<file path="config.mk">
export PLATFORM = sky130hd
export DESIGN_NAME = read_sram_flat
export DESIGN_NICKNAME = d
export VERILOG_FILES = /design/src/rtl/read_sram_if.sv /design/src/rtl/read_sram.sv /design/src/flat_wrapper.sv
export SDC_FILE = /design/constraint.sdc
export NUM_CORES = 1
export LEC_CHECK = 0
export ABC_CLOCK_PERIOD_IN_PS = 2100
export BUFFER_PORTS_ARGS = -buffer_cell sky130_fd_sc_hd__buf_2
export CAP_MARGIN = 5
export CORE_ASPECT_RATIO = 0.7
export CORE_MARGIN = 1.5
export CORE_UTILIZATION = 45
export CTS_CLUSTER_DIAMETER = 100
export DETAILED_ROUTE_END_ITERATION = 8
export HOLD_SLACK_MARGIN = 0.12
export PLACE_DENSITY_LB_ADDON = 0.25
export SLEW_MARGIN = 25
export SYNTH_ARGS = -nofsm -noshare
export SYNTH_HDL_FRONTEND = slang
export SYNTH_SLANG_ARGS = --single-unit
</file>
<file path="constraint.sdc">
create_clock -name i_clk -period 2.1 [get_ports i_clk]
set_input_delay 0.21 -clock i_clk [delete_from_list [all_inputs] [get_ports i_clk]]
set_output_delay 0.21 -clock i_clk [all_outputs]
set_load 0.01 [all_outputs]
</file>
<file path="src/rtl/read_sram_if.sv">
// Bundle of the request, SRAM-side and packet-output signals of read_sram.
// The slave modport is the block's view; the master modport is the view of whatever drives it.
`ifndef BLK_ADDR_WIDTH
`define BLK_ADDR_WIDTH 8
`endif
`ifndef DATA_WIDTH
`define DATA_WIDTH 32
`endif

interface read_sram_if #(parameter int LEN_WIDTH = 6);
  logic                       i_rd_req;
  logic [`BLK_ADDR_WIDTH-1:0] i_rd_addr;
  logic [LEN_WIDTH-1:0]       i_rd_len;
  logic                       o_rd_ready;
  logic [`BLK_ADDR_WIDTH-1:0] o_sram_addr;
  logic                       o_sram_r_en;
  logic [`DATA_WIDTH-1:0]     i_sram_data;
  logic [`DATA_WIDTH-1:0]     o_data;
  logic                       o_data_vld;
  logic                       o_data_sop;
  logic                       o_data_eop;
  logic                       i_data_rdy;

  modport slave (
    input  i_rd_req, i_rd_addr, i_rd_len, i_sram_data, i_data_rdy,
    output o_rd_ready, o_sram_addr, o_sram_r_en, o_data, o_data_vld, o_data_sop, o_data_eop
  );

  modport master (
    output i_rd_req, i_rd_addr, i_rd_len, i_sram_data, i_data_rdy,
    input  o_rd_ready, o_sram_addr, o_sram_r_en, o_data, o_data_vld, o_data_sop, o_data_eop
  );
endinterface

</file>
<file path="src/rtl/read_sram.sv">
// Reads a packet of consecutive SRAM words and streams it out through a small FIFO,
// throttling SRAM reads so that every issued read always has a free buffer slot.
`ifndef BLK_ADDR_WIDTH
`define BLK_ADDR_WIDTH 8
`endif
`ifndef DATA_WIDTH
`define DATA_WIDTH 32
`endif

module read_sram #(
  parameter int LEN_WIDTH = 6,
  parameter int BUF_DEPTH = 4
) (
  input logic        i_clk,
  input logic        i_rst_n,
  read_sram_if.slave bus
);
  localparam int AW = `BLK_ADDR_WIDTH;
  localparam int DW = `DATA_WIDTH;
  localparam int PW = $clog2(BUF_DEPTH);
  localparam int CW = PW + 1;

  typedef enum logic [1:0] {IDLE = 2'd0, READ = 2'd1, DRAIN = 2'd2} state_e;
  typedef struct packed {
    logic          sop;
    logic          eop;
    logic [DW-1:0] data;
  } word_t;

  state_e               state_q, state_d;
  logic [AW-1:0]        addr_q;
  logic [LEN_WIDTH-1:0] rem_q;
  logic                 first_q;
  logic                 r_en_q, rvld_q;
  logic [AW-1:0]        sram_addr_q;
  logic                 tag_sop_q, tag_eop_q, ret_sop_q, ret_eop_q;
  word_t                mem_q [BUF_DEPTH];
  logic [PW-1:0]        wr_ptr_q, rd_ptr_q;
  logic [CW-1:0]        cnt_q;

  logic          accept, issue, push, pop, rd_ready;
  logic [CW-1:0] occ;
  word_t         head;

  assign head = mem_q[rd_ptr_q];
  assign push = rvld_q;
  assign pop  = (cnt_q != '0) && bus.i_data_rdy;
  // A read is outstanding from issue until its word lands: the r_en stage and the return stage.
  assign occ  = cnt_q + CW'(r_en_q) + CW'(rvld_q);

  always_ff @(posedge i_clk or negedge i_rst_n) begin
    if (!i_rst_n) state_q <= IDLE;
    else          state_q <= state_d;
  end

  always_comb begin
    state_d = state_q;
    case (state_q)
      IDLE:    if (accept) state_d = READ;
      READ:    if (issue && rem_q == LEN_WIDTH'(1)) state_d = DRAIN;
      DRAIN:   if (pop && head.eop) state_d = IDLE;
      default: state_d = IDLE;
    endcase
  end

  always_comb begin
    rd_ready = 1'b0;
    accept   = 1'b0;
    issue    = 1'b0;
    case (state_q)
      IDLE: begin
        rd_ready = 1'b1;
        accept   = bus.i_rd_req && (bus.i_rd_len != '0);
      end
      READ:    issue = (occ < CW'(BUF_DEPTH));
      default: ;
    endcase
  end

  always_ff @(posedge i_clk or negedge i_rst_n) begin
    if (!i_rst_n) begin
      addr_q  <= '0;
      rem_q   <= '0;
      first_q <= 1'b0;
    end else if (accept) begin
      addr_q  <= bus.i_rd_addr;
      rem_q   <= bus.i_rd_len;
      first_q <= 1'b1;
    end else if (issue) begin
      addr_q  <= addr_q + AW'(1);
      rem_q   <= rem_q - LEN_WIDTH'(1);
      first_q <= 1'b0;
    end
  end

  // sop/eop tags travel alongside the read so the returning word is tagged on write.
  always_ff @(posedge i_clk or negedge i_rst_n) begin
    if (!i_rst_n) begin
      r_en_q      <= 1'b0;
      rvld_q      <= 1'b0;
      sram_addr_q <= '0;
      tag_sop_q   <= 1'b0;
      tag_eop_q   <= 1'b0;
      ret_sop_q   <= 1'b0;
      ret_eop_q   <= 1'b0;
    end else begin
      r_en_q    <= issue;
      rvld_q    <= r_en_q;
      ret_sop_q <= tag_sop_q;
      ret_eop_q <= tag_eop_q;
      if (issue) begin
        sram_addr_q <= addr_q;
        tag_sop_q   <= first_q;
        tag_eop_q   <= (rem_q == LEN_WIDTH'(1));
      end
    end
  end

  always_ff @(posedge i_clk or negedge i_rst_n) begin
    if (!i_rst_n) begin
      for (int i = 0; i < BUF_DEPTH; i++) mem_q[i] <= '0;
      wr_ptr_q <= '0;
      rd_ptr_q <= '0;
      cnt_q    <= '0;
    end else begin
      if (push) begin
        mem_q[wr_ptr_q] <= {ret_sop_q, ret_eop_q, bus.i_sram_data};
        wr_ptr_q        <= wr_ptr_q + PW'(1);
      end
      if (pop) rd_ptr_q <= rd_ptr_q + PW'(1);
      case ({push, pop})
        2'b10:   cnt_q <= cnt_q + CW'(1);
        2'b01:   cnt_q <= cnt_q - CW'(1);
        default: ;
      endcase
    end
  end

  assign bus.o_rd_ready  = rd_ready;
  assign bus.o_sram_r_en = r_en_q;
  assign bus.o_sram_addr = sram_addr_q;
  assign bus.o_data_vld  = (cnt_q != '0);
  assign bus.o_data      = head.data;
  assign bus.o_data_sop  = bus.o_data_vld && head.sop;
  assign bus.o_data_eop  = bus.o_data_vld && head.eop;
endmodule

</file>
<file path="src/flat_wrapper.sv">
// flat-port wrapper written by rule: the top's interface ports become plain ports
module read_sram_flat 
#(
  parameter int LEN_WIDTH = 6,
  parameter int BUF_DEPTH = 4
)
  (i_clk, i_rst_n, bus_i_rd_req, bus_i_rd_addr, bus_i_rd_len, bus_i_sram_data, bus_i_data_rdy, bus_o_rd_ready, bus_o_sram_addr, bus_o_sram_r_en, bus_o_data, bus_o_data_vld, bus_o_data_sop, bus_o_data_eop);
  read_sram_if #(.LEN_WIDTH(LEN_WIDTH)) bus_i ();
  input logic i_clk;
  input logic i_rst_n;
  input wire logic [$bits(bus_i.i_rd_req)-1:0] bus_i_rd_req;
  input wire logic [$bits(bus_i.i_rd_addr)-1:0] bus_i_rd_addr;
  input wire logic [$bits(bus_i.i_rd_len)-1:0] bus_i_rd_len;
  input wire logic [$bits(bus_i.i_sram_data)-1:0] bus_i_sram_data;
  input wire logic [$bits(bus_i.i_data_rdy)-1:0] bus_i_data_rdy;
  output wire logic [$bits(bus_i.o_rd_ready)-1:0] bus_o_rd_ready;
  output wire logic [$bits(bus_i.o_sram_addr)-1:0] bus_o_sram_addr;
  output wire logic [$bits(bus_i.o_sram_r_en)-1:0] bus_o_sram_r_en;
  output wire logic [$bits(bus_i.o_data)-1:0] bus_o_data;
  output wire logic [$bits(bus_i.o_data_vld)-1:0] bus_o_data_vld;
  output wire logic [$bits(bus_i.o_data_sop)-1:0] bus_o_data_sop;
  output wire logic [$bits(bus_i.o_data_eop)-1:0] bus_o_data_eop;
  assign bus_i.i_rd_req = bus_i_rd_req;
  assign bus_i.i_rd_addr = bus_i_rd_addr;
  assign bus_i.i_rd_len = bus_i_rd_len;
  assign bus_i.i_sram_data = bus_i_sram_data;
  assign bus_i.i_data_rdy = bus_i_data_rdy;
  assign bus_o_rd_ready = bus_i.o_rd_ready;
  assign bus_o_sram_addr = bus_i.o_sram_addr;
  assign bus_o_sram_r_en = bus_i.o_sram_r_en;
  assign bus_o_data = bus_i.o_data;
  assign bus_o_data_vld = bus_i.o_data_vld;
  assign bus_o_data_sop = bus_i.o_data_sop;
  assign bus_o_data_eop = bus_i.o_data_eop;
  read_sram #(.LEN_WIDTH(LEN_WIDTH), .BUF_DEPTH(BUF_DEPTH)) u_core (.i_clk(i_clk), .i_rst_n(i_rst_n), .bus(bus_i));
endmodule
</file>
==> results of run 1 <==
[report_power, final]
group          internal (mW)  total (mW)  switching, mW
Clock                   1.89        3.28           1.39
Sequential              5.05        6.02          0.971
Combinational           4.20        7.43           3.22
Total                   11.1        16.7           5.59
[synthesized netlist by cell type, types with 8 or more instances]
library cell,instances
clkbuf_1,18
ha_1,9
nand3_1,12
nand2_1,37
buf_2,8
mux4_2,34
dfrtp_1,174
o21ai_0,8
mux2_2,137
inv_1,13
nor2_1,10
[cell families after synthesis]
family | share of synthesized area, %
simple gates | 5.44
fa+ha+maj | 1.71
xor+xnor | 0.903
flops | 56.1
buf+inv | 2.36
compound gates | 3.31
mux | 30.1
[final cells by class]
cell class | count | area, um2
inverter | 13 | 48.8
clock inverter | 15 | 185
tap | 225 | 282
fill | 1323 | 6740
timing repair buffer | 166 | 1290
multi-input combinational | 307 | 3260
sequential | 174 | 4360
clock buffer | 17 | 425
[registers in the layout, indices dropped and copies added (netlist names)]
| signal | count |
|---|---|
| u_core.ret_eop_q | 1 |
| u_core.ret_sop_q | 1 |
| u_core.addr_q | 8 |
| u_core.cnt_q | 3 |
| u_core.first_q | 1 |
| u_core.tag_eop_q | 1 |
| u_core.state_q | 2 |
| u_core.rem_q | 6 |
| u_core.rd_ptr_q | 2 |
| u_core.bus.o_sram_addr | 8 |
| u_core.tag_sop_q | 1 |
| u_core.wr_ptr_q | 2 |
| u_core.push | 1 |
| u_core.bus.o_sram_r_en | 1 |
| u_core.mem_q | 136 |
[metrics by stage]
step,util (%),cells
CTS,58.8,913
finish,59.4,917
detailed placement,52.2,834
global placement,52.2,834
floorplan,-,523
global route,59.4,917
[layer usage]
layer	up-vias	global-route usage [%]	part of all wire, %
met5	-	0	0
met4	0	5.98	0.91
met3	11	4.07	3.6
met2	86	30.1	47
met1	2541	27.2	49
li1	2224	-	-
[critical path: stages, from the launching register on]
cell and delay, ns:
dfrtp_1 0.41, ha_1 0.30, a21o_1 0.16, a221o_2 0.43, buf_12 0.17, or3_1 0.36
a31oi_2 0.16
[worst min-delay path by stage]
stage	slack, ns	to	depth (start not counted)	from
after floorplan	-0.09	u_core.addr_q[0]	0	i_rst_n
after global placement	0.12	u_core.mem_q[86]	1	i_rst_n
after detailed placement	0.12	u_core.mem_q[86]	1	i_rst_n
after CTS	0.13	u_core.rem_q[1]	3	bus_i_rd_req
after global routing	0.14	u_core.rem_q[1]	3	bus_i_rd_req
final	0.14	u_core.rem_q[1]	3	bus_i_rd_req
[timing repair]
item / in CTS / in global routing
hold endpoints to repair: 282 / 0
pin swaps: 0 / 1
gates cloned: 0 / 1
setup buffers: 2 / 4
hold buffers: 45 / 0
setup endpoints to repair: 30 / 37
gates resized for setup: 2 / 12
==> reports/metrics.csv, run 1 <==
stage,metric,value,unit
outcome,status,"finished, final reports clean",
global_route,overflow left after global routing,0,
global_route,via count of the first global-routing pass,5172,
worst_setup_path,source of the worst register-to-register timing path,u_core.cnt_q[0],
detailed_routing,drc violations,0,
detailed_routing,via count normalized by instance count,5.30,
synthesis,Post-Synthesis Cell Area,7760,um2
clocking,level count of the clock H-tree,4,
detailed_routing,Final Routed Wirelength,16.3,mm
detailed_routing,drt initial violations,248,
worst_setup_path,Critical path destination,u_core.rem_q[3],
timing,Final TNS setup,0,ns
synthesis,top cell type's share of synthesized area,56.1,%
synthesis,leading cell types by total area after synthesis,"dfrtp_1 (56%), mux2_2 (20%), mux4_2 (9.9%)",
placement,worst setup timing slack at the placement stage,0.0423,ns
power_and_ir_drop,maximum vdd ir drop,0.619,mV
timing,unrepaired setup endpoints after global routing,yes,
clocking,total CTS buffers,17,
timing,relative slew slack,65.6,%
clocking,clock sinks,174,
synthesis,number of register bits inferred by synthesis,174,
placement,half-perimeter wire length after detailed placement,10.3,mm
floorplanning,ports placed on the boundary,95,
detailed_routing,First-pass DRT Iterations,7,
timing,setup slack after layout,0.0357,ns
min_path,worst hold-check path type,primary input to flip-flop,
synthesis,sequential share of the synthesized area,56.1,%
clocking,clock slew at the register clock pins of the worst setup and hold paths,0.07,ns
global_route,GRT Util Overall,19.2,%
worst_setup_path,CP Max Fanout,12,
synthesis,average cell area after synthesis,14.8,um2
synthesis,Synth Net Count,583,
timing,Final Max Tran Viols,0,
clocking,"Clk Latency, worst-skew pair",0.43,ns
synthesis,Post-synth EDFFs,0,
global_route,initial antenna violation count,0,
cells_and_area,n_diodes,0,
worst_setup_path,start point of the critical path,u_core.cnt_q[0],
floorplanning,area enclosed by the die boundary,18000,um2
floorplanning,height of the die,113,um
detailed_routing,total via count in the routed design,4862,
cells_and_area,Final Cell Area,9850,um2
synthesis,count of cell types in the netlist,45,
floorplanning,std cell rows,39,
worst_setup_path,worst path arrival time,2.41,ns
cells_and_area,P&R area growth vs syn,27.0,%
timing,Achievable Freq,484,MHz
floorplanning,floorplan core area,16600,um2
placement,global placer's final weighted congestion,0.793,
timing,endpoints failing hold,0,
worst_setup_path,CP Data Required Time,2.45,ns
timing,final setup violation count,0,
detailed_routing,average wire per standard cell,17.8,um
detailed_routing,DRT antenna net count,0,
cells_and_area,Total Nets Final,739,
synthesis,most frequently used flop master after synthesis,dfrtp_1,
power_and_ir_drop,total power,16.7,mW
worst_setup_path,reg-to-reg setup timing slack,0.04,ns
floorplanning,initial core utilization,46.7,%
power_and_ir_drop,power per cell area,1700,nW/um2
synthesis,"Async S/R FF share, synth",100,%
synthesis,Ys Warns,0,
job,maxcap violations,0,
timing,Tightest Pin Transition,0.514,ns
timing,worst hold-check slack,0.136,ns
placement,post-place instance area,8660,um2
clocking,clock tree from TritonCTS,yes,
cells_and_area,"most common cell after layout, fill and taps aside",dfrtp_1,
worst_setup_path,crit end category,flip-flop,
global_route,first-pass GRT wire length,26.9,mm
global_route,largest net degree at the start of global routing,62,
cells_and_area,"commonest cells after routing, fill and taps aside","dfrtp_1 (172), mux2_2 (137), buf_2 (91)",
floorplanning,Die Span X,160,um
power_and_ir_drop,total leakage power,4.36,nW
worst_setup_path,Critical Path Start Type,flip-flop,
worst_setup_path,worst reg2reg path depth,6,
worst_setup_path,type of the setup path with the least slack,flip-flop to flip-flop,
timing,Final Cycle Share,98.3,%
synthesis,library cell with the largest summed area after synthesis,dfrtp_1,
timing,fin crit period,2.06,ns
clocking,cell at the root of the clock tree,clkbuf_16,
worst_setup_path,endpoint of the worst register-to-register path,u_core.rem_q[3],
synthesis,Synth Instances,523,
timing,largest clock skew in the final design,0.00873,ns
placement,IO Port Bufs,94,
cells_and_area,share of cells above drive strength 1,50.1,%
clocking,Max Root-Sink Buffers,2,
Power figures use the tool's default switching activity.
==> run 2: changes to the inputs <==
- CTS_BUF_LIST: default -> sky130_fd_sc_hd__clkbuf_2
==> run 2 against run 1 <==
The run now ends with negative setup slack left. Sequential power barely moved. Sequential share of layout area is 0.76 points lower. Clock-buffer cell count is the same. First-iteration DRC count grew 22%. Cell count rose by 2.7%. Routed wire length is 4.4% higher. Register-to-register slack got worse by 0.09 ns. Worst hold slack improved by 0.12 ns. Core utilization up 1.0 points. Global-route usage grew 0.75 points. Die area unchanged.
==> reports/metrics.csv, run 2 (synthesis results as in run 1) <==
stage,metric,value,unit,change
timing,fin crit period,2.42,ns,+0.356 ns
min_path,Hold Path Depth,4,,+1
timing,setup slack after layout,-0.320,ns,-0.356 ns
floorplanning,std cell rows,39,,unchanged
power_and_ir_drop,logic gate share of total power,51.9,%,+7.5 points
worst_setup_path,Critical Path Start Type,flip-flop,,
detailed_routing,First-pass DRT Iterations,4,,-3
placement,IO Port Bufs,94,,unchanged
power_and_ir_drop,maximum vdd ir drop,0.644,mV,+4.0%
worst_setup_path,type of the setup path with the least slack,flip-flop to output pin,,
worst_setup_path,reg-to-reg setup timing slack,-0.05,ns,-0.09 ns
clocking,"Clk Latency, worst-skew pair",0.71,ns,+0.28 ns
placement,global placer's final weighted congestion,0.793,,unchanged
cells_and_area,"commonest cells after routing, fill and taps aside","dfrtp_1 (171), mux2_2 (136), buf_2 (66)",,
placement,half-perimeter wire length after detailed placement,10.3,mm,unchanged
cells_and_area,max reg flops,136,,unchanged
detailed_routing,drc violations,0,,unchanged
cells_and_area,P&R area growth vs syn,29.2,%,
clocking,level count of the clock H-tree,4,,unchanged
worst_setup_path,delay of the slowest cell on the worst path,0.55,ns,+0.12 ns
power_and_ir_drop,switching fraction of total power,34.6,%,+1.2 points
timing,largest clock skew in the final design,0.0213,ns,+0.0125 ns
cells_and_area,"most common cell after layout, fill and taps aside",dfrtp_1,,
cells_and_area,number of non-filler instances in the completed layout,942,,+2.7%
global_route,initial antenna violation count,0,,unchanged
outcome,failing checks,negative setup slack,,
global_route,largest net degree at the start of global routing,62,,unchanged
min_path,worst hold-check path type,primary input to flip-flop,,
floorplanning,area enclosed by the die boundary,18000,um2,unchanged
power_and_ir_drop,total leakage power,4.45,nW,+2.0%
detailed_routing,drt initial violations,303,,+22%
floorplanning,ports placed on the boundary,95,,unchanged
worst_setup_path,depth of the critical timing path with buffers and inverters included,4,,-2
timing,Final Cycle Share,115,%,+17 points
power_and_ir_drop,share of total power in sequential cells,36.5,%,+0.5 points
clocking,cell at the root of the clock tree,clkbuf_2,,
worst_setup_path,CP Max Fanout,5,,-7
worst_setup_path,CP Data Required Time,1.89,ns,-0.56 ns
detailed_routing,total via count in the routed design,4959,,+2.0%
worst_setup_path,worst path arrival time,2.21,ns,-0.20 ns
timing,Final Max Tran Viols,0,,unchanged
floorplanning,initial core utilization,46.7,%,unchanged
detailed_routing,via count normalized by instance count,5.26,,-0.71%
timing,Achievable Freq,413,MHz,-15%
clocking,clock sinks,174,,unchanged
timing,Tightest Pin Transition,0.429,ns,-0.0848 ns
global_route,first-pass GRT wire length,27.9,mm,+3.6%
worst_setup_path,chain of cells forming the critical path,buf_8 -> buf_12 -> mux4_2 -> buf_6,,
outcome,status,"finished, violations left",,
timing,unrepaired setup endpoints after global routing,yes,,
cells_and_area,n_diodes,0,,unchanged
power_and_ir_drop,internal power contribution,10.8,mW,-3.2%
detailed_routing,Final Routed Wirelength,17.0,mm,+4.4%
global_route,overflow left after global routing,0,,unchanged
clocking,Max Root-Sink Buffers,2,,unchanged
timing,final setup violation count,37,,+37
power_and_ir_drop,Switching Power,5.71,mW,+2.3%
power_and_ir_drop,power per cell area,1650,nW/um2,-3.1%
worst_setup_path,Buffers & Inverters on Critical Path,3,,+2
clocking,clock tree from TritonCTS,yes,,
worst_setup_path,crit end category,output pin,,
worst_setup_path,worst reg2reg path depth,6,,unchanged
detailed_routing,average wire per standard cell,18.1,um,+1.6%
timing,relative slew slack,71.4,%,+5.8 points
clocking,total CTS buffers,17,,unchanged
cells_and_area,"Most flops, register",u_core.mem_q,,
clocking,clock slew at the register clock pins of the worst setup and hold paths,0.26,ns,+0.19 ns
power_and_ir_drop,fraction of power consumed by the clock network,11.7,%,-7.9 points
cells_and_area,share of cells above drive strength 1,50.5,%,+0.34 points
worst_setup_path,Critical-path top delay cell,mux4_2,,
floorplanning,floorplan core area,16600,um2,unchanged
cells_and_area,Final Util,60.4,%,+1.0 points
cells_and_area,Total Nets Final,764,,+3.4%
timing,endpoints failing hold,0,,unchanged
worst_setup_path,kind of cell adding the most delay to the critical path,multiplexers,,
global_route,via count of the first global-routing pass,5292,,+2.3%
floorplanning,Die Span X,160,um,unchanged
job,maxcap violations,0,,unchanged
global_route,GRT Util Overall,20.0,%,+0.75 points
floorplanning,height of the die,113,um,unchanged
placement,Placed Cells,834,,unchanged
detailed_routing,DRT antenna net count,0,,unchanged
==> run 2: cell count changes in the layout (fill, tap and decap cells not counted), moves of 15 or more <==
cell / before / now
buf_6: 5 / 34
clkbuf_16: 18 / 0
clkbuf_2: 0 / 17
buf_2: 91 / 66
dlygate4sd3_1: 45 / 60
==> run 2: timing repair <==
action	in CTS	in global routing
pin swaps	2	11
gates cloned	3	0
hold buffers	61	0
hold endpoints to repair	324	0
endpoints found under the setup margin	34	48
gates resized for setup	32	34
buffers inserted	8	4
==> run 2: worst reg2reg max path: stages (launching register included) <==
cell	delay [ns]
dfrtp_1	0.49
ha_1	0.34
a21o_1	0.16
a221o_2	0.48
buf_12	0.16
or3_4	0.34
a31oi_4	0.13
==> run 2: through the flow <==
stage / instance area (um2) / hold WS, ns / setup TNS, ns / setup WS [ns] / total power [mW]
after floorplan: 7760 / -0.0856 / 0 / 0.0613 / 10.7
after global placement: 8660 / 0.122 / 0 / 0.0825 / 12.8
after detailed placement: 8660 / 0.122 / 0 / 0.0423 / 13.2
after CTS: 9850 / 0.176 / -11.68 / -0.391 / 16.1
after global routing: 10000 / 0.169 / -15.56 / -0.502 / 17.6
final: 10000 / 0.259 / -9.09 / -0.320 / 16.5
==> run 2: per-layer routing <==
| layer | wire (um) | vias up | part of all wire [%] | track usage [%] |
|---|---|---|---|---|
| li1 | - | 2272 | - | - |
| met3 | 649 | 4 | 3.8 | 5.10 |
| met4 | 75 | 0 | 0.44 | 3.74 |
| met5 | 0 | - | 0 | 0 |
| met1 | 8130 | 2597 | 48 | 28.0 |
| met2 | 8160 | 86 | 48 | 32.1 |
==> run 2: final cells by class <==
type                       instances  area [um2]
multi-input combinational        307        3290
clock buffer                      17        85.1
fill                            1301        6570
clock inverter                    15         185
sequential                       174        4360
tap                              225         282
inverter                          13        51.3
timing repair buffer             191        1770
==> run 2: worst paths after layout <==
| path | startpoint | end |
|---|---|---|
| worst max-delay path | u_core.rd_ptr_q[0] | bus_o_data[11] |
| worst min register to register | u_core.tag_sop_q | u_core.ret_sop_q |
| worst min-delay path | bus_i_rd_addr[2] | u_core.addr_q[2] |
| max in group asynchronous | i_rst_n | u_core.rd_ptr_q[1] |
| worst max register to register | u_core.cnt_q[0] | u_core.rem_q[3] |
| min in group asynchronous | i_rst_n | u_core.mem_q[13] |
==> run 2: power by group through the flow <==
stage	Sequential, mW	Combinational (mW)	Clock, mW
after floorplan	5.72	5.01	0
after global placement	5.98	6.87	0
after detailed placement	6.11	7.08	0
after CTS	5.98	8.12	1.99
after global routing	6.23	9.20	2.14
final	6.02	8.56	1.92
==> run 3: changes to the inputs <==
- CORE_ASPECT_RATIO: 0.7 -> default
- CTS_BUF_LIST: sky130_fd_sc_hd__clkbuf_2 -> sky130_fd_sc_hd__clkbuf_2 sky130_fd_sc_hd__clkbuf_4 sky130_fd_sc_hd__clkbuf_8
==> run 3 against run 2 <==
The run now ends clean. Worst setup slack improved by 0.38 ns. Total power shrank 6.1%. Non-clock buffer count is 19 lower. Cell count shrank 2.5%. Critical path type unchanged.
==> reports/metrics.csv, run 3 (synthesis results as in run 1) <==
stage,metric,value,unit,change
floorplanning,height of the die,134,um,+19%
power_and_ir_drop,power per cell area,1610,nW/um2,-2.1%
min_path,worst hold-check path type,primary input to flip-flop,,
detailed_routing,First-pass DRT Iterations,4,,unchanged
cells_and_area,"commonest cells after routing, fill and taps aside","dfrtp_1 (171), mux2_2 (137), buf_2 (92)",,
floorplanning,initial core utilization,46.4,%,-0.31 points
detailed_routing,average wire per standard cell,17.6,um,-2.5%
clocking,clock slew at the register clock pins of the worst setup and hold paths,0.08,ns,-0.18 ns
clocking,level count of the clock H-tree,4,,unchanged
cells_and_area,"most common cell after layout, fill and taps aside",dfrtp_1,,
worst_setup_path,crit end category,output pin,,
worst_setup_path,delay of the slowest cell on the worst path,0.54,ns,about the same
global_route,initial antenna violation count,0,,unchanged
worst_setup_path,worst path arrival time,1.83,ns,-0.38 ns
global_route,first-pass GRT wire length,26.0,mm,-6.8%
timing,Final Max Tran Viols,0,,unchanged
min_path,Hold Path Depth,3,,-1
worst_setup_path,Critical-path top delay cell,mux4_2,,
min_path,Hold Path End,u_core.rd_ptr_q[0],,
clocking,"Clk Latency, worst-skew pair",0.46,ns,-0.25 ns
cells_and_area,n_diodes,0,,unchanged
worst_setup_path,chain of cells forming the critical path,buf_4 -> mux4_2 -> and2_1 -> buf_2,,
floorplanning,floorplan core area,16700,um2,+0.66%
global_route,largest net degree at the start of global routing,55,,-11%
worst_setup_path,Buffers & Inverters on Critical Path,2,,-1
cells_and_area,number of non-filler instances in the completed layout,918,,-2.5%
timing,Tightest Pin Transition,0.433,ns,+0.00389 ns
worst_setup_path,reg-to-reg setup timing slack,0.08,ns,+0.13 ns
cells_and_area,Final Util,57.6,%,-2.8 points
clocking,total CTS buffers,17,,unchanged
worst_setup_path,endpoint of the worst register-to-register path,u_core.cnt_q[2],,
outcome,status,"finished, final reports clean",,
global_route,via count of the first global-routing pass,5173,,-2.2%
worst_setup_path,Critical Path Start Type,flip-flop,,
floorplanning,area enclosed by the die boundary,18000,um2,about the same
placement,post-place instance area,8670,um2,about the same
timing,fin crit period,2.04,ns,-0.375 ns
placement,global placer's final weighted congestion,0.747,,-5.8%
cells_and_area,Total Nets Final,745,,-2.5%
placement,half-perimeter wire length after detailed placement,10.4,mm,+1.9%
clocking,clock tree from TritonCTS,yes,,
cells_and_area,Final Cell Area,9620,um2,-4.1%
detailed_routing,drc violations,0,,unchanged
detailed_routing,via count normalized by instance count,5.31,,+0.90%
worst_setup_path,depth of the critical timing path with buffers and inverters included,4,,unchanged
timing,final setup violation count,0,,-100%
floorplanning,Die Span X,134,um,-16%
placement,worst setup timing slack at the placement stage,0.0461,ns,+0.00385 ns
min_path,Worst Min Path Start,bus_i_data_rdy,,
timing,setup slack after layout,0.0552,ns,+0.375 ns
floorplanning,ports placed on the boundary,95,,unchanged
placement,Placed Cells,832,,-0.24%
timing,Achievable Freq,489,MHz,+18%
detailed_routing,Final Routed Wirelength,16.2,mm,-5.0%
cells_and_area,"Most flops, register",u_core.mem_q,,
clocking,clock sinks,174,,unchanged
worst_setup_path,worst reg2reg path depth,8,,+2
job,maxcap violations,0,,unchanged
detailed_routing,DRT antenna net count,0,,unchanged
cells_and_area,share of cells above drive strength 1,50.0,%,-0.49 points
floorplanning,std cell rows,47,,+21%
power_and_ir_drop,maximum vdd ir drop,0.758,mV,+18%
timing,relative slew slack,71.0,%,-0.37 points
worst_setup_path,source of the worst register-to-register timing path,u_core.cnt_q[0],,
global_route,overflow left after global routing,0,,unchanged
cells_and_area,P&R area growth vs syn,24.0,%,
cells_and_area,max reg flops,136,,unchanged
power_and_ir_drop,total leakage power,4.27,nW,-4.1%
worst_setup_path,kind of cell adding the most delay to the critical path,multiplexers,,
timing,largest clock skew in the final design,0.0130,ns,-0.00825 ns
detailed_routing,drt initial violations,168,,-45%
placement,IO Port Bufs,94,,unchanged
timing,worst hold-check slack,0.160,ns,-0.0995 ns
timing,Final Cycle Share,97.4,%,-18 points
worst_setup_path,type of the setup path with the least slack,flip-flop to output pin,,
worst_setup_path,CP Data Required Time,1.89,ns,about the same
global_route,GRT Util Overall,18.6,%,-1.4 points
clocking,Max Root-Sink Buffers,2,,unchanged
worst_setup_path,CP Max Fanout,3,,-2
timing,endpoints failing hold,0,,unchanged
detailed_routing,total via count in the routed design,4876,,-1.7%
clocking,cell at the root of the clock tree,clkbuf_8,,
timing,unrepaired setup endpoints after global routing,yes,,
-- run 3: worst max path at each step --
stage                      end               start  slack (ns)
3_3_place_gp   u_core.rem_q[3]     u_core.cnt_q[0]         0.1
2_1_floorplan  u_core.cnt_q[1]     u_core.cnt_q[1]        0.06
5_1_grt         bus_o_data[25]  u_core.rd_ptr_q[0]       -0.02
6_report        bus_o_data_eop  u_core.rd_ptr_q[0]        0.06
3_5_place_dp   u_core.rem_q[3]     u_core.cnt_q[0]        0.05
4_1_cts        u_core.rem_q[3]     u_core.cnt_q[0]       0.004
-- run 3: worst reg2reg max path: cells and delay by family, from the launching register on --
| family | cells | cell delay [ns] |
|---|---|---|
| buffers and inverters | 1 | 0.08 |
| flip-flops | 1 | 0.45 |
| adder cells (fa/ha/maj) | 2 | 0.41 |
| XOR/XNOR | 2 | 0.30 |
| AND/OR/NAND/NOR | 3 | 0.66 |
-- run 3: cell type report --
cell class                      count  area [um2]
Sequential cell                   174        4360
Timing Repair Buffer              172        1330
Inverter                           13        48.8
Fill cell                        1348        7090
Clock inverter                      9        62.6
Tap cell                          220         275
Clock buffer                       23         298
Multi-Input combinational cell    307        3240
-- run 3: metrics by stage --
step | setup TNS, ns | power [mW]
after floorplan | 0 | 10.7
after global placement | 0 | 12.8
after detailed placement | 0 | 13.2
after CTS | 0 | 15.6
after global routing | -0.166 | 16.5
final | 0 | 15.5
-- run 3: repair_timing --
action / 4_1_cts / 5_1_grt
resized for setup: 4 / 5
setup endpoints to repair: 27 / 29
gates cloned: 2 / 0
buffers inserted: 4 / 2
pin swaps: 0 / 1
endpoints found under the hold margin: 314 / 0
hold buffers: 46 / 0
-- run 3: layer usage --
metal  GRT usage [%]  vias to the layer above  share of wire [%]
met2            31.8                       87                 51
li1                -                     2234                  -
met3            4.08                       13                3.2
met1            23.9                     2542                 45
met5               0                        -                  0
met4            5.62                        0               0.98
-- run 3: report_power, final --
part | switching [mW] | internal [mW] | leakage, nW
combinational | 3.21 | 4.19 | 2.04
sequential | 0.943 | 5.05 | 2.05
clock | 1.16 | 0.948 | 0.178
total | 5.31 | 10.2 | 4.27
